==> src/rtl/if_id_skid_reg.sv <==
// IF/ID pipeline boundary: registered valid/ready handshake with a 2-entry skid buffer.
// ready_o_PC depends only on the state register, so decode stalls never reach the PC combinationally.
module if_id_skid_reg #(
   parameter logic [31:0] NOP_INSTR = 32'h0000_0013,
   parameter logic [31:0] RST_PC    = 32'h0000_0000
) (
   input  logic        clk,
   input  logic        rst,
   input  logic [31:0] instr_i_ROM,
   input  logic [31:0] pc_addr_i_ROM,
   input  logic        valid_i_ROM,
   output logic        ready_o_PC,
   input  logic        flush_i,
   input  logic        ready_i_ID,
   output logic [31:0] instr_o_ID,
   output logic [31:0] pc_addr_o_ID,
   output logic        valid_o_ID
);

   typedef enum logic [1:0] {EMPTY, ONE, FULL} state_t;

   state_t      state, state_nxt;
   logic [31:0] main_instr, main_pc, skid_instr, skid_pc;
   logic [31:0] main_instr_nxt, main_pc_nxt, skid_instr_nxt, skid_pc_nxt;
   logic        in_fire, out_fire;

   assign ready_o_PC   = (state != FULL);
   assign valid_o_ID   = (state != EMPTY);
   assign instr_o_ID   = main_instr;
   assign pc_addr_o_ID = main_pc;

   assign in_fire  = valid_i_ROM & ready_o_PC;
   assign out_fire = valid_o_ID & ready_i_ID;

   always_comb begin
      state_nxt      = state;
      main_instr_nxt = main_instr;
      main_pc_nxt    = main_pc;
      skid_instr_nxt = skid_instr;
      skid_pc_nxt    = skid_pc;
      if (flush_i) begin
         state_nxt      = EMPTY;
         main_instr_nxt = NOP_INSTR;
         main_pc_nxt    = RST_PC;
         skid_instr_nxt = NOP_INSTR;
         skid_pc_nxt    = RST_PC;
      end else begin
         unique case (state)
            EMPTY: begin
               if (in_fire) begin
                  state_nxt      = ONE;
                  main_instr_nxt = instr_i_ROM;
                  main_pc_nxt    = pc_addr_i_ROM;
               end
            end
            ONE: begin
               if (in_fire && out_fire) begin
                  main_instr_nxt = instr_i_ROM;
                  main_pc_nxt    = pc_addr_i_ROM;
               end else if (in_fire) begin
                  state_nxt      = FULL;
                  skid_instr_nxt = instr_i_ROM;
                  skid_pc_nxt    = pc_addr_i_ROM;
               end else if (out_fire) begin
                  state_nxt      = EMPTY;
                  main_instr_nxt = NOP_INSTR;
                  main_pc_nxt    = RST_PC;
               end
            end
            FULL: begin
               // skid is the older pending entry, so it always moves into main before new input
               if (out_fire) begin
                  state_nxt      = ONE;
                  main_instr_nxt = skid_instr;
                  main_pc_nxt    = skid_pc;
                  skid_instr_nxt = NOP_INSTR;
                  skid_pc_nxt    = RST_PC;
               end
            end
            default: state_nxt = EMPTY;
         endcase
      end
   end

   always_ff @(posedge clk or posedge rst) begin
      if (rst) begin
         state      <= EMPTY;
         main_instr <= NOP_INSTR;
         main_pc    <= RST_PC;
         skid_instr <= NOP_INSTR;
         skid_pc    <= RST_PC;
      end else begin
         state      <= state_nxt;
         main_instr <= main_instr_nxt;
         main_pc    <= main_pc_nxt;
         skid_instr <= skid_instr_nxt;
         skid_pc    <= skid_pc_nxt;
      end
   end

endmodule

==> config.mk <==
export PLATFORM = sky130hd
export DESIGN_NAME = if_id_skid_reg
export DESIGN_NICKNAME = d
export VERILOG_FILES = /design/src/rtl/if_id_skid_reg.sv
export SDC_FILE = /design/constraint.sdc
export NUM_CORES = 1
export LEC_CHECK = 0
export ABC_AREA = 1
export ABC_CLOCK_PERIOD_IN_PS = 8300
export BUFFER_PORTS_ARGS = -buffer_cell sky130_fd_sc_hd__buf_2
export CAP_MARGIN = 20
export CORE_ASPECT_RATIO = 1.2
export CORE_UTILIZATION = 60
export CTS_CLUSTER_DIAMETER = 120
export DETAILED_ROUTE_END_ITERATION = 8
export PLACE_DENSITY = 0.86
export SYNTH_ARGS = -nofsm -noshare
export SYNTH_HDL_FRONTEND = slang
export SYNTH_SLANG_ARGS = --single-unit
==> constraint.sdc <==
create_clock -name clk -period 8.3 [get_ports clk]
set_clock_uncertainty 0.1 [all_clocks]
set_input_delay 1.66 -clock clk [delete_from_list [all_inputs] [get_ports clk]]
set_output_delay 1.66 -clock clk [all_outputs]
set_load 0.01 [all_outputs]
==> results of run 1 <==
[kinds of logic (layout without fill, tap and decap cells)]
family | Yosys count | after routing
simple gates | 681 | 681
buf+inv | 75 | 190
compound gates | 3 | 3
flops | 130 | 130
fa+ha+maj | 4 | 4
[power by group through the flow]
| stage | clock [mW] | combinational [mW] | sequential [mW] |
|---|---|---|---|
| after floorplan | 0 | 0.727 | 1.08 |
| after global routing | 0.799 | 1.16 | 1.06 |
| final | 0.760 | 1.03 | 1.03 |
| after global placement | 0 | 0.978 | 1.03 |
| after CTS | 0.768 | 1.02 | 1.03 |
| after detailed placement | 0 | 1.01 | 1.03 |
[registers in the layout (all words and copies together) (netlist names)]
register      flops
skid_instr       32
instr_o_ID       32
state             2
skid_pc          32
pc_addr_o_ID     32
[worst paths after layout]
| path | from | to | slack [ns] |
|---|---|---|---|
| setup / recovery | ready_i_ID | skid_pc[24] | 4.40 |
| hold / removal | skid_instr[0] | skid_instr[0] | 0.36 |
| setup reg to reg | state[1] | skid_pc[24] | 5.00 |
| hold reg to reg | skid_instr[0] | skid_instr[0] | 0.36 |
| max in group asynchronous | rst | state[1] | 5.47 |
| min in group asynchronous | rst | instr_o_ID[14] | 1.29 |
[routing by layer]
layer | global-route usage (%) | vias up | wire, um
li1 | - | 2980 | -
met1 | 38.4 | 2877 | 6930
met2 | 47.8 | 238 | 7860
met3 | 5.38 | 34 | 991
met4 | 13.5 | 0 | 444
met5 | 0 | - | 0
[area by class of cell]
| type | count | area (um^2) |
|---|---|---|
| clock buffers | 27 | 503 |
| clock inverters | 5 | 100 |
| fillers | 888 | 3140 |
| inverters | 16 | 62.6 |
| multi-input cells | 688 | 3040 |
| flip-flops and latches | 130 | 3260 |
| well taps | 132 | 165 |
| repair buffers | 142 | 768 |
[cells in the final DEF (no fill, tap or decap), drive strengths merged]
| master | synthesis | final |
|---|---|---|
| a21oi | 1 | 1 |
| buf | 41 | 142 |
| bufinv | 0 | 3 |
| clkbuf | 17 | 27 |
| clkinv | 1 | 2 |
| dfrtp | 124 | 124 |
| dfstp | 6 | 6 |
| ha | 4 | 4 |
| inv | 15 | 16 |
| nand2 | 537 | 537 |
| nand3 | 73 | 73 |
| nand3b | 62 | 62 |
| nand4 | 1 | 1 |
| nor2 | 6 | 6 |
| nor3 | 1 | 1 |
| nor3b | 1 | 1 |
| o21ai | 2 | 2 |
[stage by stage]
step / hold WS, ns / total power [mW] / utilization, %
final: 0.362 / 2.82 / 71.6
after global routing: 0.378 / 3.01 / 71.6
after CTS: 0.362 / 2.82 / 71.2
after detailed placement: 0.353 / 2.04 / 65.7
after global placement: 0.348 / 2.01 / 65.5
after floorplan: 0.342 / 1.81 / -
[critical path, delay by kind of cell]
family / cells / cell delay [ns]
and+or+nand+nor: 5 / 2.30
buffers and inverters: 2 / 0.15
==> qor.yml, run 1 <==
run_status:
  status: "finished, final reports clean"
worst_setup_path:
  cp_slowest_cell: "nand2_4"
  crit_arrival_ns: 4.15
  cp-end-kind: "flop"
  slowest_delay_ns: 0.96
  worstPathMaxFanout: 66
  path_common_cell: "nand2_1"
  required_ns: 8.55
  critical_path_class: "in -> reg"
  critPathLaunchType: "input pin"
  r2r_cells: 7
  crit_chain: "buf_2, inv_1, nor2_2, nand4_4, nand2_4, nand2_1, nand2_1"
logic_synthesis:
  synth_most_common_cell: "nand2_1"
  synth_xor_area_share_pct: 0
  yosysTopAreaCell: "dfrtp_1"
  synthCells: 893
  synth_top_family_by_area: "simple AND/OR/NAND/NOR gates"
  synthDistinctLibCells: 27
  synth_compound_area_share_pct: 0.222
  synth_edf_count: 0
  netlist_area_um2: 6780
  synth.top_cell.area_share_pct: 45.8
  synth_seq_area_share_pct: 48.1
  synth_adder_area_share_pct: 0.739
  yosysWarnings: 0
  synthSimpleGateAreaFrac_pct: 43.5
  synth_area_leaders: "dfrtp_1 (46%), nand2_1 (30%), nand3b_1 (6.9%)"
  async_flop_share_pct: 100
  synth_top_flop_cell: "dfrtp_1"
  syn_nets: 966
  ys_seq_elements: 130
  synth.area.mux_share_pct: 0
  synth_common_cells: "nand2_1 (535), dfrtp_1 (124), nand3_1 (69)"
  syn_area_per_cell_um2: 7.59
timing:
  post-route-period-util_pct: 47.0
  finalCriticalPeriod_ns: 3.90
  drv_slew: 0
  rsz0062_at_grt: "no"
  slew_headroom_pct: 30.1
  setup-violations-final: 0
  fmax_mhz: 256
  postLayoutSetupSlackWorst_ns: 4.40
  setup_tns_ns: 0
  worst_pin_slew_ns: 1.05
  hold_violations: 0
floorplan:
  num_rows: 42
  die_x_um: 99.0
  coreArea_um2: 11000
  ios: 135
  start_util_pct: 61.4
  die-area_um2: 11700
  fp.dieH_um: 118
worst_hold_path:
  hold_class: "reg -> reg"
  min_path_cells: 2
detailed_routing:
  viasPerCell: 5.38
  dr.pass1.iters: 5
  vias: 6129
  drc: 0
  wl_um: 16200
  drt_iter0_markers: 413
  ant_nets: 0
  wl_per_cell_um: 14.2
global_routing:
  grt_pass1_vias: 5854
  gr-usage-all-layers_pct: 29.4
  antenna_found_initial: 0
  grt_overflow: 0
  grt_pass1_wl_um: 27400
  grt_start_max_net_pins: 70
clock_network:
  cts.htree.levels: 4
  ctsHoldBuffers: 0
  cts_tree: "built"
  clk_path_buf_depth: 2
  clk_pin_slew_ns: 0.06
  clock_sinks: 130
  cts_setup_buffers: 0
  post_cts_resized: 0
  clockRootBuffer: "clkbuf_16"
  clk_latency_ns: 0.41
  cts_buffers: 17
pwr:
  p_sw_mw: 1.08
  internal_power_mw: 1.74
  pwr-share-clk_pct: 26.9
  swShare_pct: 38.4
  leakage_nw: 4.59
  pwr_density_cell_nw_per_um2: 357
  combPwrFrac_pct: 36.6
  ir_worst_vdd_mv: 0.250
  sequentialPowerShare_pct: 36.5
cells_and_area:
  postLayoutCellArea_um2: 7900
  area_growth_pct: 16.5
  drive_gt1_share_pct: 19.4
  final_nets: 1068
  antenna_cells: 0
  final_cells: 1140
placement:
  pre_cts_ws_ns: 4.02
  post_dp_cell_area_um2: 7250
  portBuffers: 134
  dp.cells: 1106
  dp_hpwl_um: 9130
  gp_congestion: 0.822
flow_run:
  maxCapViolCount: 0
No activity file was read; power rests on OpenSTA's default activity.
==> run 2, diff against run 1 <==
==> config.mk (replaced) <==
export PLATFORM = sky130hd
export DESIGN_NAME = if_id_skid_reg
export DESIGN_NICKNAME = d
export VERILOG_FILES = /design/src/rtl/if_id_skid_reg.sv
export SDC_FILE = /design/constraint.sdc
export NUM_CORES = 1
export LEC_CHECK = 0
export ABC_AREA = 0
export ABC_CLOCK_PERIOD_IN_PS = 3950
export BUFFER_PORTS_ARGS = -buffer_cell sky130_fd_sc_hd__buf_2
export CAP_MARGIN = 20
export CORE_ASPECT_RATIO = 1.2
export CORE_UTILIZATION = 56
export CTS_CLUSTER_DIAMETER = 120
export DETAILED_ROUTE_END_ITERATION = 8
export PLACE_DENSITY = 0.81
export SYNTH_ARGS = -nofsm -noshare
export SYNTH_HDL_FRONTEND = slang
export SYNTH_SLANG_ARGS = --single-unit
==> constraint.sdc (replaced) <==
create_clock -name clk -period 3.95 [get_ports clk]
set_clock_uncertainty 0.1 [all_clocks]
set_input_delay 0.79 -clock clk [delete_from_list [all_inputs] [get_ports clk]]
set_output_delay 0.79 -clock clk [all_outputs]
set_load 0.01 [all_outputs]
==> run 2 against run 1 <==
Against the previous run: final area increased by 5.6%; sequential power increased by 100%; non-clock buffer count increased by 14; global-route usage increased by 2.4 points; first-iteration DRC count increased by 91%; critical path depth unchanged; hold slack improved by 0.067 ns; clock-buffer cell count decreased by 1; combinational power increased to 3.2 times the previous value; power increased by 150%; critical endpoint is now pc_addr_o_ID[31]; largest cell class is now multi-input gates; largest power group is now combinational logic.
==> qor.yml, run 2 <==
logic_synthesis:
  synth_xor_area_share_pct: 0
  synth_compound_area_share_pct: 29.1
  synth_area_leaders: "dfrtp_1 (44%), a211oi_2 (11%), nand4b_1 (7.6%)"
  synthDistinctLibCells: 36
  ys_seq_elements: 130
  synth_edf_count: 0
  synth_common_cells: "dfrtp_1 (124), a21oi_1 (68), nand2_1 (64)"
  synth_top_flop_cell: "dfrtp_1"
  synthSimpleGateAreaFrac_pct: 17.1
  synth_seq_area_share_pct: 46.3
  synth_adder_area_share_pct: 0.711
  synth_top_family_by_area: "compound AO/OA/AOI/OAI gates"
  yosysTopAreaCell: "dfrtp_1"
  yosysWarnings: 0
  async_flop_share_pct: 100
  synth.top_cell.area_share_pct: 44.1
  syn_area_per_cell_um2: 9.87
  synthCells: 713
  synth.area.mux_share_pct: 0.320
  synth_most_common_cell: "dfrtp_1"
  netlist_area_um2: 7040
  syn_nets: 786
pwr:
  internal_power_mw: 4.09
  leakage_nw: 3.47
  pwr_density_cell_nw_per_um2: 840
  pwr-share-clk_pct: 22.8
  combPwrFrac_pct: 47.3
  sequentialPowerShare_pct: 29.9
  ir_worst_vdd_mv: 0.397
  swShare_pct: 41.6
  p_sw_mw: 2.92
  p_total_mw: 7.01
floorplan:
  die-area_um2: 13000
  die_x_um: 104
  num_rows: 44
  ios: 135
  fp.dieH_um: 125
  coreArea_um2: 12200
  start_util_pct: 57.8
worst_setup_path:
  worstPathMaxFanout: 33
  r2r_slack_ns: 0.94
  required_ns: 4.17
  critical_path_class: "reg -> reg"
  crit_arrival_ns: 3.23
  cp-end-kind: "flop"
  critPathLaunchType: "flop"
cells_and_area:
  layout_common_cells: "buf_2 (133), dfrtp_1 (124), a21oi_1 (68), nand2_1 (64), o21ai_1 (63)"
  area_growth_pct: 18.5
  finish.utilization_pct: 68.6
  final_common_cell: "buf_2"
  final_nets: 871
  postLayoutCellArea_um2: 8340
  drive_gt1_share_pct: 32.2
  final_cells: 973
clock_network:
  cts_buffers: 17
  cts.htree.levels: 4
  cts_tree: "built"
  clock_sinks: 130
  clk_path_buf_depth: 2
  clk_latency_ns: 0.42
  cts_setup_buffers: 0
  clk_pin_slew_ns: 0.06
  post_cts_resized: 0
  clockRootBuffer: "clkbuf_16"
  ctsHoldBuffers: 0
timing:
  fmax_mhz: 332
  worst_pin_slew_ns: 1.04
  finalCriticalPeriod_ns: 3.01
  drv_slew: 0
  setup_tns_ns: 0
  hold_violations: 0
  slew_headroom_pct: 30.2
  post-route-period-util_pct: 76.2
  hold_slack_ns: 0.429
  rsz0062_at_grt: "no"
  setup-violations-final: 0
  postLayoutSetupSlackWorst_ns: 0.940
detailed_routing:
  wl_um: 20500
  ant_nets: 0
  dr.pass1.iters: 6
  drt_iter0_markers: 790
  viasPerCell: 6.78
  wl_per_cell_um: 21.1
  drc: 0
  vias: 6595
placement:
  post_dp_cell_area_um2: 7710
  gp_congestion: 0.824
  portBuffers: 134
  dp_hpwl_um: 12200
  dp.cells: 938
  pre_cts_ws_ns: 0.905
run_status:
  status: "finished, final reports clean"
global_routing:
  grt_pass1_wl_um: 33100
  grt_start_max_net_pins: 65
  antenna_found_initial: 1
  grt_overflow: 0
  gr-usage-all-layers_pct: 31.8
  grt_pass1_vias: 6458
flow_run:
  maxCapViolCount: 0
worst_hold_path:
  hold_class: "reg -> reg"
==> run 2: cell count changes after synthesis, sizes merged, moves of 22 or more <==
cell	previous run	this run
a22oi	0	62
nand3b	62	2
nand3	73	0
nor3	1	61
clkbuf	17	39
a21oi	1	68
nand2	537	64
o21ai	2	65
nand4b	0	61
a211oi	0	63
==> run 2: cells by family (layout without fill, tap and decap cells) <==
logic type / after synthesis / in the layout
adder cells (fa/ha/maj): 4 / 4
multiplexers: 2 / 2
other: 0 / 1
AND/OR/NAND/NOR: 209 / 209
AO/OA/AOI/OAI: 273 / 273
buffers and inverters: 95 / 193
flip-flops: 130 / 130
==> run 2: worst max-delay path, stage by stage, from the launching register on <==
cell and delay [ns]:
dfrtp_1 0.40, inv_1 0.12, ha_1 0.48, nand3b_1 0.22
o21ai_4 0.84, buf_4 0.36, a22oi_1 0.12, a211oi_2 0.27
==> run 2: layout make-up <==
type                            instances  area [um^2]
Tap cell                              161          201
Inverter                                5         22.5
Clock buffer                           26          479
Fill cell                             943         3830
Timing Repair Buffer                  156          913
Multi-Input combinational cell        488         3360
Sequential cell                       130         3260
Antenna cell                            1         2.50
Clock inverter                          6          105
==> run 2: per-layer routing <==
layer	GRT usage (%)	routed length, um
met3	7.74	1820
met1	40.9	8120
met5	0	0
met4	13.2	524
met2	51.3	10000
==> run 2: worst paths after layout <==
check                                   end  depth (start not counted)          start
setup / recovery           pc_addr_o_ID[31]                          7       state[1]
hold / removal                instr_o_ID[8]                          2  skid_instr[8]
setup reg to reg           pc_addr_o_ID[31]                          7       state[1]
hold reg to reg               instr_o_ID[8]                          2  skid_instr[8]
max in group asynchronous     skid_instr[4]                          3            rst
min in group asynchronous   pc_addr_o_ID[8]                          2            rst
==> run 2: power groups by stage <==
| stage | clock, mW | combinational, mW | sequential (mW) |
|---|---|---|---|
| after global placement | 0 | 3.08 | 2.07 |
| after CTS | 1.60 | 3.24 | 2.08 |
| final | 1.60 | 3.31 | 2.10 |
| after floorplan | 0 | 2.26 | 2.19 |
| after detailed placement | 0 | 3.20 | 2.10 |
| after global routing | 1.65 | 3.55 | 2.14 |
==> run 3, diff against run 2 <==
--- a/config.mk
+++ b/config.mk
@@ -6,14 +6,14 @@
 export NUM_CORES = 1
 export LEC_CHECK = 0
 export ABC_AREA = 0
-export ABC_CLOCK_PERIOD_IN_PS = 3950
+export ABC_CLOCK_PERIOD_IN_PS = 2600
 export BUFFER_PORTS_ARGS = -buffer_cell sky130_fd_sc_hd__buf_2
 export CAP_MARGIN = 20
 export CORE_ASPECT_RATIO = 1.2
-export CORE_UTILIZATION = 56
+export CORE_UTILIZATION = 51
 export CTS_CLUSTER_DIAMETER = 120
 export DETAILED_ROUTE_END_ITERATION = 8
-export PLACE_DENSITY = 0.81
+export PLACE_DENSITY = 0.77
 export SYNTH_ARGS = -nofsm -noshare
 export SYNTH_HDL_FRONTEND = slang
 export SYNTH_SLANG_ARGS = --single-unit
==> constraint.sdc (replaced) <==
create_clock -name clk -period 2.6 [get_ports clk]
set_clock_uncertainty 0.1 [all_clocks]
set_input_delay 0.52 -clock clk [delete_from_list [all_inputs] [get_ports clk]]
set_output_delay 0.52 -clock clk [all_outputs]
set_load 0.01 [all_outputs]
==> run 3 against run 2 <==
Against the previous run: first-iteration DRC count fell by 23%; combinational power increased by 57%; critical path depth rose by 1; clock-buffer cell count is 1 lower; routed wire length is 2.1% higher; sequential cell count unchanged; final cell count is 1.6% higher; critical path type unchanged; highest routed layer unchanged.
==> qor.yml, run 3 (synthesis results as in run 2) <==
run_status:
  status: "finished, final reports clean"
worst_setup_path:
  cp_slowest_cell: "buf_4"
  worst-path-buf-inv: 3
  crit_chain: "inv_1, ha_2, buf_4, nand2b_1, a22oi_2, buf_4, nand4b_1, a21oi_1"
  path_common_cell: "buf_4"
  crit_arrival_ns: 2.67
  cp-end-kind: "flop"
  r2r-end: "skid_pc[19]"
  cp.depth: 8
  critPathLaunchType: "flop"
  r2r_cells: 8
  critical_path_class: "reg -> reg"
  required_ns: 2.83
  critical-path-top-delay-family: "buffers and inverters"
  slowest_delay_ns: 0.42
  r2r_slack_ns: 0.15
  r2r-start: "state[0]"
  worstPathMaxFanout: 37
clock_network:
  cts_setup_buffers: 0
  cts_buffers: 17
  clock_sinks: 130
  clk_path_buf_depth: 2
  clockRootBuffer: "clkbuf_16"
  ctsHoldBuffers: 0
  clk_latency_ns: 0.42
  cts_tree: "built"
  cts.htree.levels: 4
  clk_pin_slew_ns: 0.06
detailed_routing:
  drt_iter0_markers: 612
  wl_um: 20900
  ant_nets: 0
  dr.pass1.iters: 5
  viasPerCell: 6.65
  wl_per_cell_um: 21.2
  drc: 0
  vias: 6572
pwr:
  pwr_density_cell_nw_per_um2: 1260
  ir_worst_vdd_mv: 0.813
  p_total_mw: 10.7
  leakage_nw: 3.55
floorplan:
  die_x_um: 109
  die-area_um2: 14300
  ios: 135
  coreArea_um2: 13400
  num_rows: 46
  fp.dieH_um: 131
  start_util_pct: 52.7
flow_run:
  maxCapViolCount: 0
timing:
  setup_tns_ns: 0
  setup-violations-final: 0
  post-route-period-util_pct: 94.1
  finalCriticalPeriod_ns: 2.45
  slew_headroom_pct: 53.0
  drv_slew: 0
  hold_violations: 0
  fmax_mhz: 409
  worst_pin_slew_ns: 0.704
global_routing:
  antenna_found_initial: 0
  grt_pass1_wl_um: 33500
  gr-usage-all-layers_pct: 30.4
  grt_overflow: 0
  grt_start_max_net_pins: 60
  grt_pass1_vias: 6728
placement:
  dp.cells: 957
  portBuffers: 134
  gp_congestion: 0.808
  post_dp_cell_area_um2: 7900
  dp_hpwl_um: 13200
cells_and_area:
  n_fill_cell: 1082
  layout_common_cells: "buf_2 (133), dfrtp_1 (124), a21oi_1 (68), nand2_1 (64), o21ai_1 (63)"
  drive_gt1_share_pct: 33.0
  final_common_cell: "buf_2"
  postLayoutCellArea_um2: 8500
  final_nets: 881
  finish.utilization_pct: 63.7
  area_growth_pct: 20.8
  final_cells: 989
  antenna_cells: 0
worst_hold_path:
  hold_class: "in -> async"
## run 3: repair_timing
item | CTS | global route
setup endpoints to repair | 0 | 22
endpoints found under the hold margin | 0 | 0
resized for setup | 0 | 3
## run 3: worst max-delay path by stage
stage / from / to / slack, ns
4_1_cts: state[0] / skid_pc[19] / 0.13
3_3_place_gp: state[0] / skid_pc[12] / 0.31
3_5_place_dp: state[0] / skid_pc[12] / 0.15
6_report: state[0] / skid_pc[19] / 0.15
5_1_grt: state[0] / instr_o_ID[8] / -0.002
2_1_floorplan: rst / instr_o_ID[10] / 0.38
## run 3: per-layer routing
metal | wire, um | part of all wire (%) | vias up | track usage, %
met1 | 8250 | 39 | 3298 | 37.2
met2 | 10600 | 50 | 347 | 51.5
met3 | 1550 | 7.4 | 54 | 5.80
met5 | 0 | 0 | - | 0
li1 | - | - | 2873 | -
met4 | 595 | 2.8 | 0 | 14.7
## run 3: power breakdown
| group | total (mW) | internal (mW) | switching [mW] | leakage, nW |
|---|---|---|---|---|
| Clock | 2.39 | 1.53 | 0.859 | 0.283 |
| Sequential | 3.17 | 2.76 | 0.409 | 1.73 |
| Combinational | 5.19 | 2.01 | 3.17 | 1.54 |
## run 3: area by class of cell
class                   count  area (um^2)  area share (%)
flip-flops and latches    130         3260            38.4
repair buffers            166         1050            12.4
multi-input cells         488         3380            39.8
well taps                 168          210            2.47
clock inverters             7          110            1.30
clock buffers              25          465            5.48
inverters                   5         22.5           0.265
## run 3: metrics by stage
stage / hold WS (ns) / setup slack [ns]
2_1_floorplan: 0.404 / 0.376
3_3_place_gp: 0.415 / 0.313
3_5_place_dp: 0.430 / 0.147
4_1_cts: 0.115 / 0.132
5_1_grt: 0.148 / -0.00188
6_report: 0.111 / 0.153
